File: config.mk
export PLATFORM = sky130hd
export DESIGN_NAME = pll_rst_ctrl
export DESIGN_NICKNAME = d
export VERILOG_FILES = /design/src/rtl/pll_rst_ctrl_pkg.sv /design/src/rtl/pll_rst_ctrl_sync_2ff.sv /design/src/rtl/pll_rst_ctrl.sv
export SDC_FILE = /design/constraint.sdc
export NUM_CORES = 1
export LEC_CHECK = 0
export ABC_CLOCK_PERIOD_IN_PS = 2600
export CORE_ASPECT_RATIO = 0.6
export CORE_UTILIZATION = 49
export DETAILED_ROUTE_END_ITERATION = 7
export MAX_ROUTING_LAYER = met4
export PLACE_DENSITY = 0.76
export SLEW_MARGIN = 20
export SYNTH_ARGS = -nofsm -noshare
export SYNTH_HDL_FRONTEND = slang
export SYNTH_SLANG_ARGS = --single-unit
File: constraint.sdc
create_clock -name clk -period 2.6 [get_ports clk]
set_input_delay 0.52 -clock clk [delete_from_list [all_inputs] [get_ports clk]]
set_output_delay 0.52 -clock clk [all_outputs]
set_load 0.05 [all_outputs]
File: src/rtl/pll_rst_ctrl_pkg.sv
// Shared definitions for the PLL reset sequencer: state encodings and retry counter width.
// The debug/CSR block decodes state_o with these same constants.
package pll_rst_ctrl_pkg;

    localparam int RETRY_W = 4;

    localparam logic [2:0] ST_RESET_PLL = 3'd0;
    localparam logic [2:0] ST_WAIT_LOCK = 3'd1;
    localparam logic [2:0] ST_STABILIZE = 3'd2;
    localparam logic [2:0] ST_RUN       = 3'd3;
    localparam logic [2:0] ST_FAIL      = 3'd4;

endpackage

File: src/rtl/pll_rst_ctrl_sync_2ff.sv
// Generic two-flop synchroniser for slow asynchronous status bits (PLL lock and similar).
// Output lags the input by two clk edges and resets low.
module sync_2ff (
    input  logic clk,
    input  logic rst_n,
    input  logic d_i,
    output logic q_o
);

    logic meta_q;
    logic sync_q;

    always_ff @(posedge clk or negedge rst_n) begin
        if (!rst_n) begin
            meta_q <= 1'b0;
            sync_q <= 1'b0;
        end else begin
            meta_q <= d_i;
            sync_q <= meta_q;
        end
    end

    assign q_o = sync_q;

endmodule

File: src/rtl/pll_rst_ctrl.sv
// PLL reset/power-down sequencer: pulses PLL reset, waits for stable lock, then releases
// the system reset; retries on lock timeout and parks the PLL powered down after MAX_RETRY.
module pll_rst_ctrl
    import pll_rst_ctrl_pkg::*;
#(
    parameter int RST_CYCLES   = 64,
    parameter int LOCK_TIMEOUT = 65536,
    parameter int LOCK_STABLE  = 1024,
    parameter int MAX_RETRY    = 7,
    parameter int CNT_W        = 17
) (
    input  logic                clk,
    input  logic                rst_n,
    input  logic                pll_lock_i,
    input  logic                restart_i,
    output logic                pll_rst_o,
    output logic                pll_pwd_o,
    output logic                sys_rst_n_o,
    output logic                ready_o,
    output logic                fail_o,
    output logic [RETRY_W-1:0]  retry_cnt_o,
    output logic [2:0]          state_o
);

    localparam logic [CNT_W-1:0]   RST_LAST     = CNT_W'(RST_CYCLES - 1);
    localparam logic [CNT_W-1:0]   TIMEOUT_LAST = CNT_W'(LOCK_TIMEOUT - 1);
    localparam logic [CNT_W-1:0]   STABLE_LAST  = CNT_W'(LOCK_STABLE - 1);
    localparam logic [RETRY_W-1:0] RETRY_LIMIT  = RETRY_W'(MAX_RETRY);

    logic               lock_s;
    logic [2:0]         state_q, state_d;
    logic [CNT_W-1:0]   cnt_q, cnt_d;
    logic [RETRY_W-1:0] retry_q, retry_d;
    logic               pll_rst_q, pll_pwd_q, sys_rst_n_q, ready_q, fail_q;

    sync_2ff u_lock_sync (
        .clk   (clk),
        .rst_n (rst_n),
        .d_i   (pll_lock_i),
        .q_o   (lock_s)
    );

    always_comb begin
        state_d = state_q;
        retry_d = retry_q;
        case (state_q)
            ST_RESET_PLL: begin
                if (cnt_q == RST_LAST) state_d = ST_WAIT_LOCK;
            end
            ST_WAIT_LOCK: begin
                // Lock wins over a coincident timeout.
                if (lock_s) begin
                    state_d = ST_STABILIZE;
                end else if (cnt_q == TIMEOUT_LAST) begin
                    retry_d = retry_q + RETRY_W'(1);
                    state_d = (retry_d == RETRY_LIMIT) ? ST_FAIL : ST_RESET_PLL;
                end
            end
            ST_STABILIZE: begin
                if (!lock_s) begin
                    state_d = ST_WAIT_LOCK;
                end else if (cnt_q == STABLE_LAST) begin
                    state_d = ST_RUN;
                    retry_d = '0;
                end
            end
            ST_RUN: begin
                if (!lock_s || restart_i) state_d = ST_RESET_PLL;
            end
            ST_FAIL: begin
                if (restart_i) begin
                    state_d = ST_RESET_PLL;
                    retry_d = '0;
                end
            end
            default: begin
                state_d = ST_RESET_PLL;
                retry_d = '0;
            end
        endcase
    end

    // The shared counter restarts on every state change, so each state measures its own dwell.
    assign cnt_d = (state_d != state_q) ? '0 : cnt_q + CNT_W'(1);

    always_ff @(posedge clk or negedge rst_n) begin
        if (!rst_n) begin
            state_q     <= ST_RESET_PLL;
            cnt_q       <= '0;
            retry_q     <= '0;
            pll_rst_q   <= 1'b1;
            pll_pwd_q   <= 1'b0;
            sys_rst_n_q <= 1'b0;
            ready_q     <= 1'b0;
            fail_q      <= 1'b0;
        end else begin
            state_q     <= state_d;
            cnt_q       <= cnt_d;
            retry_q     <= retry_d;
            pll_rst_q   <= (state_d == ST_RESET_PLL);
            pll_pwd_q   <= (state_d == ST_FAIL);
            sys_rst_n_q <= (state_d == ST_RUN);
            ready_q     <= (state_d == ST_RUN);
            fail_q      <= (state_d == ST_FAIL);
        end
    end

    assign pll_rst_o   = pll_rst_q;
    assign pll_pwd_o   = pll_pwd_q;
    assign sys_rst_n_o = sys_rst_n_q;
    assign ready_o     = ready_q;
    assign fail_o      = fail_q;
    assign retry_cnt_o = retry_q;
    assign state_o     = state_q;

endmodule

== After elaboration in Yosys (flattened, before gate mapping) ==
Index checks and enable logic that the tools add are counted.
W data, S select, Z words.

* Flip-flop bits (word level): 29
* Input port bits: 4
* Output and inout bits: 12
* Word-level logic and storage cells: 49

* Add/sub/neg operators: 2
* Equality and inequality tests: 16
* Multiplexer cells: 16
* Bitwise gates (word level): 1
* Reductions and logical operators: 6

{| class="wikitable"
|+ Operators with widths
! operator !! number
|-
| $mux W3 || 8
|-
| $mux W4 || 5
|-
| $add A17 B1 Y17 const B || 1
|-
| $eq A17 B10 Y1 const B || 1
|-
| $eq A17 B16 Y1 const B || 1
|-
| $eq A17 B6 Y1 const B || 1
|-
| $mux W17 || 1
|-
| $pmux W4 S4 || 1
|-
| $pmux W3 S5 || 1
|-
| $eq A3 B2 Y1 const B || 3
|-
| $ne A2 B2 Y1 const B || 4
|-
| $eq A3 B3 Y1 const B || 2
|-
| $logic_not A3 Y1 || 2
|-
| $reduce_and A6 Y1 || 1
|-
| $add A4 B1 Y4 const B || 1
|-
| $eq A4 B3 Y1 const B || 1
|-
| $eq A3 B1 Y1 const B || 1
|-
| $ne A3 B3 Y1 || 1
|-
| $ne A2 B1 Y1 const B || 1
|-
| $reduce_or A2 Y1 || 1
|-
| $logic_not A1 Y1 || 1
|-
| $logic_or A1 B1 Y1 || 1
|-
| $not A1 Y1 || 1
|}

== Logic depth before layout (Yosys ltp) ==
* Word-level depth: 8
* Mapped depth: 11
* Gate-level depth less buffers: 10

== Cells and area by module ==
Synthesis repeated with hierarchy kept, for this count alone.

* Cells, all modules: 145
* Area total of the unflattened synthesis: 1460.2 µm²

{| class="wikitable"
|+ Modules (own cells, without submodules)
! module !! times used !! cells an instance !! area each (µm²) !! seq. area each (µm²)
|-
| pll_rst_ctrl || 1 || 143 || 1410.1 || 676.9
|-
| sync_2ff || 1 || 2 || 50.0 || 50.0
|}

== Worst setup path before layout ==
No wires, ideal clock.

* Path kind: reg-to-reg
* Start: reg cnt_q[0]
* End: reg retry_q[3] (netlist: retry_cnt_o[3])
* Library setup time: 0.125 ns
* Arrival time: 2.303 ns
* Data required time: 2.475 ns
* Path slack: 0.172 ns
* Stages on the path, launching flop included: 11
* Buffers on the path: 0
* Clock period less this slack: 2.428 ns
* Cells stage by stage: dfrtp_1 -> ha_1 -> nand3_1 -> nor2_1 -> and4_1 -> ha_1 -> nor2b_1 -> nand2_1 -> mux2_2 -> a21oi_2 -> mux2_2

* Word-level cells in the longest chain between the ends: 3
* Elaborated cells on any way between the ends: 5
* Classes of those cells: eq/ne: 4; reduce/logical: 1

{| class="wikitable"
|+ Ends and longest elaborated chain
! what !! RTL line !! text
|-
| start, declared || pll_rst_ctrl.sv:32 || <nowiki>logic [CNT_W-1:0] cnt_q, cnt_d;</nowiki>
|-
| start signal, assigned || pll_rst_ctrl.sv:98 || <nowiki>cnt_q <= cnt_d;</nowiki>
|-
| $eq A17 B10 Y1 / $eq A17 B16 Y1 (equally long branches) || pll_rst_ctrl.sv:62, pll_rst_ctrl.sv:54 ||
|-
| $ne A2 B2 Y1 (no source line) || n/a ||
|-
| $reduce_and A6 Y1 (no source line) * || n/a ||
|-
| end signal, assigned || pll_rst_ctrl.sv:99 || <nowiki>retry_q <= retry_d;</nowiki>
|-
| end, declared || pll_rst_ctrl.sv:33 || <nowiki>logic [RETRY_W-1:0] retry_q, retry_d;</nowiki>
|}

Mark *: on every way between the ends. The rest lies on a longest branch, timed or not.
A chain may end at the register's enable or synchronous reset.

== Worst setup path after layout ==
* Start: reg cnt_q[0]
* End: reg pll_rst_q (netlist: pll_rst_o)

* Word-level cells in the longest chain between the ends: 5
* Elaborated cells on any way between the ends: 10
* Classes of those cells: eq/ne: 3; mux: 6; reduce/logical: 1

{| class="wikitable"
|+ Ends and longest elaborated chain
! what !! RTL line !! text
|-
| $eq A17 B10 Y1 / $eq A17 B16 Y1 (equally long branches) || pll_rst_ctrl.sv:62, pll_rst_ctrl.sv:54 ||
|-
| $mux W3, on equally long branches || pll_rst_ctrl.sv:62, pll_rst_ctrl.sv:54 ||
|-
| $mux W3, on equally long branches || pll_rst_ctrl.sv:60, pll_rst_ctrl.sv:52 ||
|-
| $pmux W3 S5 * || pll_rst_ctrl.sv:46 || <nowiki>case (state_q)</nowiki>
|-
| net state_d[2] || pll_rst_ctrl.sv:31 || <nowiki>logic [2:0] state_q, state_d;</nowiki>
|-
| $logic_not A3 Y1 * || pll_rst_ctrl.sv:100 || <nowiki>pll_rst_q <= (state_d == ST_RESET_PLL);</nowiki>
|-
| end signal, assigned || pll_rst_ctrl.sv:100 ||
|-
| end, declared || pll_rst_ctrl.sv:34 || <nowiki>logic pll_rst_q, pll_pwd_q, sys_rst_n_q, ready_q, fail_q;</nowiki>
|}

Mark *: on every way through the listed nets, which the timed path passes. The rest lies on a longest branch.

==> results.yml <==
timing:
  fmax_mhz: 396
  holdWs_ps: 370
  period_minus_slack_ps: 2520
  tightest_slew_ps: 1110
  finalHoldViolCount: 0
  final-setup-viol-count: 0
  setup_ws_ps: 77.3
  final_max_slew_viol_count: 0
  fin_crit_sh_pct: 97.0
  clock_skew_ps: 4.73
  slew_headroom_pct: 25.8
yosys:
  synth_edf_count: 0
  synth_cells: 145
  ys_warn_count: 0
  syn_area_per_cell_um2: 10.1
  syn-num-nets: 153
  synthAdderAreaFrac_pct: 3.43
  synth_simple_gate_area_share_pct: 24.4
  synth.distinct_cells: 36
  netlist_area_mm2: 0.00146
  muxShareOfSynthArea_pct: 1.54
  synth_xor_area_share_pct: 9.60
  ys_seq_area_share_pct: 49.8
  synthArstFlopShare_pct: 100
  synth_compound_area_share_pct: 7.37
  synth_top_family_by_area: "simple AND/OR/NAND/NOR gates"
  synth-seq-cells: 29
  synth_ff_type: "dfrtp_1"
clock_network:
  clkLatencyLatePin_ps: 270
  cts_hold_buf: 0
  tritoncts_num_sinks: 29
  path_clk_slew_ps: 60
  cts_buffers: 5
  htreeDepth: 2
  cts_tree: "done"
  cts_root_buf: "clkbuf_8"
  ctsLongestPathBuffers: 2
status:
  status: "completed"
global_routing:
  grt_usage_pct: 21.2
  grt_pass1_vias: 1048
  grt_max_degree: 30
  antenna_found_initial: 0
  grt_pass1_wl_um: 4780
  gr-total-overflow: 0
place:
  postPlaceCellArea_mm2: 0.00166
  dp_slack_ps: 114
  numPortBuffers: 15
  place_hpwl_um: 2020
  gp_congestion: 0.820
  place_inst: 199
die:
  fp.dieW_um: 72.5
  die_y_um: 44.3
  start_util_pct: 54.8
  core_area_mm2: 0.00266
  ioPinCount: 16
  die_area_mm2: 0.00321
  row_count: 14
drt:
  drtIter0Drc: 102
  wl_per_cell_um: 15.0
  drt_pre_antenna_iters: 6
  drc: 0
  vias: 1162
  ant_nets: 0
  drt_wl_total_um: 3150
  routed_via_density: 5.53
setup_path:
  worstSetupEndpoint: "pll_rst_o"
  r2r_slack_ps: 80
  end_kind: "flop"
  reg2reg_depth: 11
  rr_startpoint: "cnt_q[0]"
  cp.depth: 11
  startpoint_type: "flop"
  worstSetupPathType: "reg2reg"
  max_stage_delay_ps: 390
  crit_path_max_fanout: 4
  crit_family: "simple AND/OR/NAND/NOR gates"
  critPathRequiredTime_ps: 2790
  worstSetupStartpoint: "cnt_q[0]"
  cp_num_buf_inv: 1
  critPathSlowestCell: "dfrtp_1"
  reg2reg_to: "pll_rst_o"
  crit_chain: "ha_2 -> nand3_2 -> nor2_2 -> and4_1 -> ha_1 -> nor2b_2 -> and3_4 -> nand4_1 -> buf_4 -> nand2_1 -> nor3_2"
  arrival_ps: 2710
power_and_ir_drop:
  ir_drop_uv: 599
  power.leakage_uw: 0.000785
  p_per_area_mw_per_mm2: 976
layout:
  fin_util_pct: 68.3
  areaGrowthSynthToFinish_pct: 24.5
  finish.net_count: 177
  layout_common_cells: "nor2_1 (26), dfrtp_1 (26), clkdlybuf4s50_1 (15)"
  antennaDiodeCount: 0
  fin_cells: 210
  drive_above_1_share_pct: 17.1
  fin_area_mm2: 0.00182
flow_run:
  max_cap_violations: 0
hold_path:
  hp-class: "reg2reg"
sequential cells by signal, summed over array words and instances (netlist names):
signal / flops
u_lock_sync.q_o: 1
pll_rst_o: 1
cnt_q: 17
fail_o: 1
ready_o: 1
u_lock_sync.meta_q: 1
state_o: 3
retry_cnt_o: 4
layer usage:
metal / vias to the layer above / part of all wire (%) / global-route usage, %
li1: 550 / - / -
met1: 568 / 48 / 28.1
met2: 42 / 45 / 30.8
met3: 2 / 6.9 / 6.83
met4: 0 / 0.41 / 7.06
met5: - / 0 / -
where the power goes:
| part | total, uW | switching, uW | internal [uW] |
|---|---|---|---|
| registers | 673 | 126 | 547 |
| logic | 729 | 447 | 282 |
| clock network | 373 | 157 | 215 |
what timing repair did:
action / 4_1_cts / 5_1_grt
endpoints found under the setup margin: 0 / 18
resized for setup: 0 / 10
setup buffers: 0 / 1
worst min-delay path by stage:
stage	startpoint	to	slack, ps	depth (start not counted)
after floorplan	rst_n	cnt_q[0]	220	0
after global routing	u_lock_sync.meta_q	u_lock_sync.q_o	370	0
final	u_lock_sync.meta_q	u_lock_sync.q_o	370	0
after detailed placement	u_lock_sync.meta_q	u_lock_sync.q_o	370	0
after global placement	u_lock_sync.meta_q	u_lock_sync.q_o	330	0
after CTS	u_lock_sync.meta_q	u_lock_sync.q_o	380	0
cell usage after synthesis, types with 2 or more instances:
cell type / count / area share [%]
nand3_1: 7 / 2.4
xor2_1: 10 / 6.0
inv_1: 6 / 1.5
xnor2_1: 6 / 3.6
nor2_1: 27 / 6.9
nor2b_1: 2 / 0.86
nand4_1: 5 / 2.1
dfrtp_1: 28 / 48
nand2_1: 11 / 2.8
clkbuf_1: 2 / 0.51
buf_4: 2 / 1.0
a31oi_1: 2 / 0.86
and4_1: 2 / 1.2
ha_1: 4 / 3.4
mux2_2: 2 / 1.5
nor3_1: 4 / 1.4
o22ai_1: 2 / 0.86
a21oi_1: 3 / 1.0
and3_1: 2 / 0.86
o21ai_0: 2 / 0.69
cell type report:
class	count	area, um^2
Inverter	6	22.5
Clock buffer	8	90.1
Tap cell	40	50.0
Multi-Input combinational cell	107	738
Fill cell	213	845
Timing Repair Buffer	20	188
Sequential cell	29	729
metrics by stage:
stage,TNS (ps),total power [uW]
final,0,1770
after global routing,-150,1900
after CTS,0,1680
after detailed placement,0,1310
after global placement,0,1290
after floorplan,0,1160
logic make-up after synthesis:
family,after synthesis
AND/OR/NAND/NOR,69
flip-flops,29
XOR/XNOR,16
AO/OA/AOI/OAI,14
buffers and inverters,11
adder cells (fa/ha/maj),4
multiplexers,2
(Power assumes the default switching activity.)
